[src/rtl/stopwatch_ctrl.sv]
// Stopwatch control FSM: turns debounced button levels into press events and
// sequences the time counter through idle, running, paused and lap-hold modes.
module stopwatch_ctrl #(
   parameter int CLK_FREQ      = 25_000_000,
   parameter int LONG_PRESS_MS = 1000
) (
   input  logic       clk,
   input  logic       reset_n,
   input  logic       btn_start,
   input  logic       btn_lap,
   input  logic       btn_clear,
   output logic       run,
   output logic       clear,
   output logic       lap_freeze,
   output logic [1:0] state
);

   localparam int LONG_CYCLES = (CLK_FREQ / 1000) * LONG_PRESS_MS;
   localparam int CW          = $clog2(LONG_CYCLES + 1);

   localparam logic [CW-1:0] LONG_MAX  = CW'(LONG_CYCLES);
   localparam logic [CW-1:0] LONG_FIRE = CW'(LONG_CYCLES - 1);

   localparam logic [1:0] S_IDLE    = 2'b00;
   localparam logic [1:0] S_RUNNING = 2'b01;
   localparam logic [1:0] S_PAUSED  = 2'b10;
   localparam logic [1:0] S_LAP     = 2'b11;

   logic          r_prev_start;
   logic          r_prev_lap;
   logic          r_prev_clear;
   logic [CW-1:0] r_long_cnt;
   logic [1:0]    r_state;
   logic          r_run;
   logic          r_clear;
   logic          r_lap_freeze;

   logic          w_ev_start;
   logic          w_ev_lap;
   logic          w_ev_clear;
   logic          w_ev_long;
   logic [1:0]    w_next_state;
   logic          w_clear_nxt;
   logic [CW-1:0] w_long_cnt_nxt;

   assign w_ev_start = btn_start & ~r_prev_start;
   assign w_ev_lap   = btn_lap   & ~r_prev_lap;
   assign w_ev_clear = btn_clear & ~r_prev_clear;

   // Gated on PAUSED so a count left over from the exit cycle can never fire.
   assign w_ev_long = (r_state == S_PAUSED) && btn_lap && (r_long_cnt == LONG_FIRE);

   always_comb begin
      w_long_cnt_nxt = '0;
      if (r_state == S_PAUSED && btn_lap) begin
         if (r_long_cnt == LONG_MAX)
            w_long_cnt_nxt = r_long_cnt;
         else
            w_long_cnt_nxt = r_long_cnt + 1'b1;
      end
   end

   // Events are examined in priority order clear > start > lap/long; the
   // first one applicable to the current state wins, the rest are dropped.
   always_comb begin
      w_next_state = r_state;
      w_clear_nxt  = 1'b0;
      case (r_state)
         S_IDLE: begin
            if (w_ev_clear)
               w_clear_nxt = 1'b1;
            else if (w_ev_start)
               w_next_state = S_RUNNING;
         end
         S_RUNNING: begin
            if (w_ev_start)
               w_next_state = S_PAUSED;
            else if (w_ev_lap)
               w_next_state = S_LAP;
         end
         S_LAP: begin
            if (w_ev_start)
               w_next_state = S_PAUSED;
            else if (w_ev_lap)
               w_next_state = S_RUNNING;
         end
         S_PAUSED: begin
            if (w_ev_clear) begin
               w_next_state = S_IDLE;
               w_clear_nxt  = 1'b1;
            end else if (w_ev_start) begin
               w_next_state = S_RUNNING;
            end else if (w_ev_long) begin
               w_next_state = S_IDLE;
               w_clear_nxt  = 1'b1;
            end
         end
         default: w_next_state = S_IDLE;
      endcase
   end

   // prev resets high so a button held through reset release is not an event.
   always_ff @(posedge clk or negedge reset_n) begin
      if (!reset_n) begin
         r_prev_start <= 1'b1;
         r_prev_lap   <= 1'b1;
         r_prev_clear <= 1'b1;
         r_long_cnt   <= '0;
         r_state      <= S_IDLE;
         r_run        <= 1'b0;
         r_clear      <= 1'b0;
         r_lap_freeze <= 1'b0;
      end else begin
         r_prev_start <= btn_start;
         r_prev_lap   <= btn_lap;
         r_prev_clear <= btn_clear;
         r_long_cnt   <= w_long_cnt_nxt;
         r_state      <= w_next_state;
         r_run        <= (w_next_state == S_RUNNING) || (w_next_state == S_LAP);
         r_clear      <= w_clear_nxt;
         r_lap_freeze <= (w_next_state == S_LAP);
      end
   end

   assign run        = r_run;
   assign clear      = r_clear;
   assign lap_freeze = r_lap_freeze;
   assign state      = r_state;

endmodule
[config.mk]
export PLATFORM = sky130hd
export DESIGN_NAME = stopwatch_ctrl
export DESIGN_NICKNAME = d
export VERILOG_FILES = /design/src/rtl/stopwatch_ctrl.sv
export SDC_FILE = /design/constraint.sdc
export NUM_CORES = 1
export LEC_CHECK = 0
export ABC_CLOCK_PERIOD_IN_PS = 3900
export BUFFER_PORTS_ARGS = -buffer_cell sky130_fd_sc_hd__buf_2
export CAP_MARGIN = 0
export CORE_MARGIN = 2
export CORE_UTILIZATION = 60
export CTS_CLUSTER_SIZE = 28
export DETAILED_ROUTE_END_ITERATION = 7
export GPL_TIMING_DRIVEN = 0
export HOLD_SLACK_MARGIN = 0.1
export PLACE_DENSITY_LB_ADDON = 0.2
export SYNTH_ARGS = -nofsm -noshare
export SYNTH_HDL_FRONTEND = slang
export SYNTH_SLANG_ARGS = --single-unit
[constraint.sdc]
create_clock -name clk -period 3.9 [get_ports clk]
set_input_delay 0.585 -clock clk [delete_from_list [all_inputs] [get_ports clk]]
set_output_delay 0.585 -clock clk [all_outputs]
set_load 0.05 [all_outputs]
Word-level counts from Yosys, hierarchy flattened
Index checks and enable logic that the tools add are counted.

Latch bits: 0. Bits in read-only memories: 0. Logic and storage cells: 44. Memories kept: 0. Flip-flop bits (word level): 33. Input port bits: 5. Output and inout port bits: 5. Memory bits (writable): 0.

Eq/ne operators: 8. Mux-type cells: 17. Divide/modulo/power cells: 0. Shift-type cells: 0. Reductions and logical operators: 4. Add/subtract/negate cells: 1. Multipliers: 0. Order comparisons: 0. Bitwise operators: 6.

Operator list (number): $eq A25 B25 Y1 const B (2); $mux W25 (2); $add A25 B1 Y25 const B (1); $mux W2 (9); $pmux W2 S4 (1); $eq A2 B2 Y1 const B (3); $eq A2 B1 Y1 const B (2); $mux W1 (4); $and A1 B1 Y1 (3); $not A1 Y1 (3); $logic_and A1 B1 Y1 (2); $logic_not A2 Y1 (1); $ne A2 B2 Y1 const B (1); $pmux W1 S2 (1); $logic_or A1 B1 Y1 (1).

Depth between registers and ports, before layout
Depth in word-level cells: 9. Gate-level depth with buffers: 6. Gate-level depth less buffers: 6.

Worst setup path before layout
No wires, ideal clock.

Path type: flip-flop to flip-flop. From: reg r_state[1] (netlist: state[1]). To: reg r_clear (netlist: clear). Setup time: 78 ps. Data arrival time: 1848 ps. Required time: 3822 ps. Period minus slack after synthesis: 1926 ps. Path slack: 1974 ps. Cell stages (with the launch flop): 5. Path buffers: 0. Path through: dfrtp_1 > nand3b_1 > or3_2 > o32a_1 > nor2_1.

Cells in the longest elaborated chain, start to end: 7. Elaborated cells between the ends (all ways): 8. Those cells by class: 1 x eq/ne; 4 x mux; 3 x reduce/logical.

RTL lines: start: declaration (line 33) `logic [1:0] r_state;`; start signal: assignment (line 118) `r_state <= w_next_state;`; $eq A2 B2 Y1 (line 51, 68); $logic_and A1 B1 Y1 (2 in series) (line 51) `assign w_ev_long = (r_state == S_PAUSED) && btn_lap && (r_long_cnt == LONG_FIRE);`; $mux W1 (line 93) `end else if (w_ev_long) begin`; $mux W1 (line 91) `end else if (w_ev_start) begin`; $mux W1 (line 88) `if (w_ev_clear) begin`; $pmux W1 S2 * (line 68) `case (r_state)`; named net w_clear_nxt (line 43) `logic w_clear_nxt;`; end signal: assignment (line 120) `r_clear <= w_clear_nxt;`; end: declaration (line 35) `logic r_clear;`.

The timed path passes the listed nets; every way through them passes the cells marked *. A chain may end at the register's enable or synchronous reset.

Worst setup path after layout
From: reg r_long_cnt[17]. To: reg r_long_cnt[1].

Cells in the longest elaborated chain, start to end: 2.

RTL lines: start: declaration (line 32) `logic [CW-1:0] r_long_cnt;`; start signal: assignment (line 117) `r_long_cnt <= w_long_cnt_nxt;`; $eq A25 B25 Y1 (line 56) `if (r_long_cnt == LONG_MAX)`; $ne A2 B2 Y1 (no line).

No other way between the ends.

==> out/qor.yml <==
synth:
  syn_area_um2: 1670
  syn_nets: 175
  synth_top_area_share_pct: 45.1
  yosys.cell_types.count: 36
  ys.flop_type: "dfrtp_1"
  syn_avg_cell_area_um2: 9.91
  synth_seq_cells: 33
  async_reset_ff_share_pct: 100
  synth_area_leaders: "dfrtp_1 (45%), nor2_1 (5.9%), xnor2_1 (5.8%)"
  synth_top_area_cell: "dfrtp_1"
  synth_edf_count: 0
  yosys_warnings: 0
  synth_cells: 168
  ys_seq_area_share_pct: 49.8
worst_setup_path:
  critical_path_required_ns: 4.11
  worstSetupEndpointType: "flip-flop"
  start_kind: "flip-flop"
  path_max_fanout: 7
  cp.arrival_ns: 2.12
  path_class: "flip-flop to flip-flop"
  ff2ff_path_depth: 5
route:
  drc_errors: 0
  routed_wl_um: 3180
  avgRoutedWirePerCell_um: 14.7
  drtIter0Drc: 54
  vias: 1255
  ant_nets: 0
  via_per_inst: 5.81
  drt-pass1-iter-count: 4
sta:
  whs_ns: 0.289
  slew_headroom_pct: 52.8
  tightest_slew_ns: 0.708
  hold_violations: 0
  drv_slew: 0
  setup_viol: 0
  fin_crit_sh_pct: 49.1
  max_freq_ghz: 0.523
  setup_slack_ns: 1.99
  rsz0062_at_grt: "false"
  skew_ns: 0.00970
  fin_crit_ns: 1.91
  tns_ns: 0
grt:
  grt_pass1_vias: 1335
  antenna_found_initial: 0
  track_usage_pct: 24.3
  overflow: 0
  grt_pass1_wl_um: 5880
  grt_max_degree: 34
layout:
  syn2layout_area_growth_pct: 7.96
  fin_cells: 216
  stdcell_area_um2: 1800
  diodes: 0
  nets: 191
  drive_gt1_share_pct: 14.1
  utilization_pct: 66.9
clock_network:
  insertion_delay_ns: 0.34
  root_buffer: "clkbuf_4"
  cts_hold_buf: 0
  cts.clk_slew.worst_paths_ns: 0.10
  cts_tree: "yes"
  cts-htree-levels: 2
  clockBufferDepth: 2
  clock-sinks: 33
  postCtsSetupBuffers: 0
  numCtsBuffers: 5
  postCtsResizedCells: 0
placed_design:
  place_area_um2: 1750
  dpl.hpwl_um: 2250
  dp_cells: 208
  place_ws_ns: 1.92
  gp_congestion: 0.831
  portBuffers: 9
floorplanning:
  rows: 19
  io_pins: 10
  die_w_um: 56.7
  dieArea_um2: 3210
  start_util_pct: 62.0
  core-area_um2: 2690
  dieHeight_um: 56.7
status:
  outcome: "completed"
pwr:
  power_leakage_nw: 0.727
  finalPower_mw: 0.645
  ir_drop_v: 0.000323
  p_per_area_nw_per_um2: 359
worst_hold_path:
  hold_class: "primary input to async pin"
flow_run:
  cap_violations: 0
layer usage:
layer  GRT usage, %  vias up  routed length [um]
li1               -      615                   -
met1           31.7      602                1490
met2           36.0       36                1490
met3           8.29        2                 174
met4           11.6        0                  26
met5              0        -                   0
path summary, 6_finish.rpt:
check,start,end,slack [ns]
max in group asynchronous,reset_n,r_long_cnt[18]$_DFFE_PN0P_,3.15
min reg2reg,r_long_cnt[21]$_DFFE_PN0P_,r_long_cnt[21]$_DFFE_PN0P_,0.56
min in group clk,btn_clear,r_prev_clear$_DFF_PN1_,0.35
min,reset_n,lap_freeze$_DFF_PN0_,0.29
max reg2reg,r_long_cnt[17]$_DFFE_PN0P_,r_long_cnt[1]$_DFFE_PN0P_,1.99
max,r_long_cnt[17]$_DFFE_PN0P_,r_long_cnt[1]$_DFFE_PN0P_,1.99
power by group:
part	leakage, nW	switching [mW]	internal (mW)
Clock	0.0265	0.111	0.0718
Sequential	0.445	0.0132	0.356
Combinational	0.255	0.0706	0.0229
flip-flops by register name, summed over array words and instances, names as in the netlist:
name / flops
r_prev_clear: 1
lap_freeze: 1
clear: 1
state: 2
r_prev_start: 1
run: 1
r_long_cnt: 25
r_prev_lap: 1
worst max-delay path, cell delays in order, from the launching register on:
cell and delay, ns:
dfrtp_1 0.46, nor4b_1 0.36, nand2_1 0.17, nor4_4 0.51, mux2i_1 0.24, nor2_1 0.05
cell families (layout without fill, tap and decap cells):
family	after synthesis	count (layout)	share of synthesized area, %
and+or+nand+nor	93	93	31.5
DFF	33	33	49.8
xor gates and xnor gates	21	21	11.0
AOI/OAI and AO/OA	11	11	3.98
buffers and inverters	7	24	1.58
adders and majority gates	2	2	1.50
muxes	1	1	0.601
layout by cell type, fill, tap and decap left out, drive strengths merged:
| cell type | count |
|---|---|
| o21ai | 4 |
| or2b | 1 |
| and4 | 2 |
| o2111ai | 1 |
| nand3 | 11 |
| and2 | 2 |
| nor2 | 26 |
| nor4b | 1 |
| ha | 2 |
| nand2b | 2 |
| xnor2 | 11 |
| dfstp | 3 |
| mux2i | 1 |
| xor2 | 10 |
| and3 | 5 |
| or3 | 6 |
| nor3 | 3 |
| buf | 9 |
| nor2b | 1 |
| nand2 | 18 |
| nand4 | 4 |
| inv | 4 |
| dfrtp | 30 |
| or3b | 1 |
| clkbuf | 11 |
| o211ai | 1 |
| nor4 | 8 |
| or4 | 1 |
| a21oi | 4 |
| o32a | 1 |
| nand3b | 1 |
synth_stat cells, types with 2 or more instances:
cell / n
a21oi_1: 4
nand3_1: 9
nor2_1: 26
nor4_1: 6
o21ai_0: 4
xor2_1: 10
and3_2: 2
and4_1: 2
and3_1: 2
dfrtp_1: 30
ha_1: 2
nand2b_1: 2
nand2_1: 18
inv_1: 4
nand4_1: 4
dfstp_2: 3
xnor2_1: 11
or3_1: 5
and2_1: 2
clkbuf_1: 3
nor3_1: 3
nor4_4: 2
area by class of cell:
cell class	instances	area [um2]
fill	233	888
multi-input combinational	128	810
inverter	4	15.0
sequential	33	830
tap	31	38.8
buffer	3	11.3
clock buffer	8	48.8
timing repair buffer	9	45.0
(Power assumes the default switching activity.)
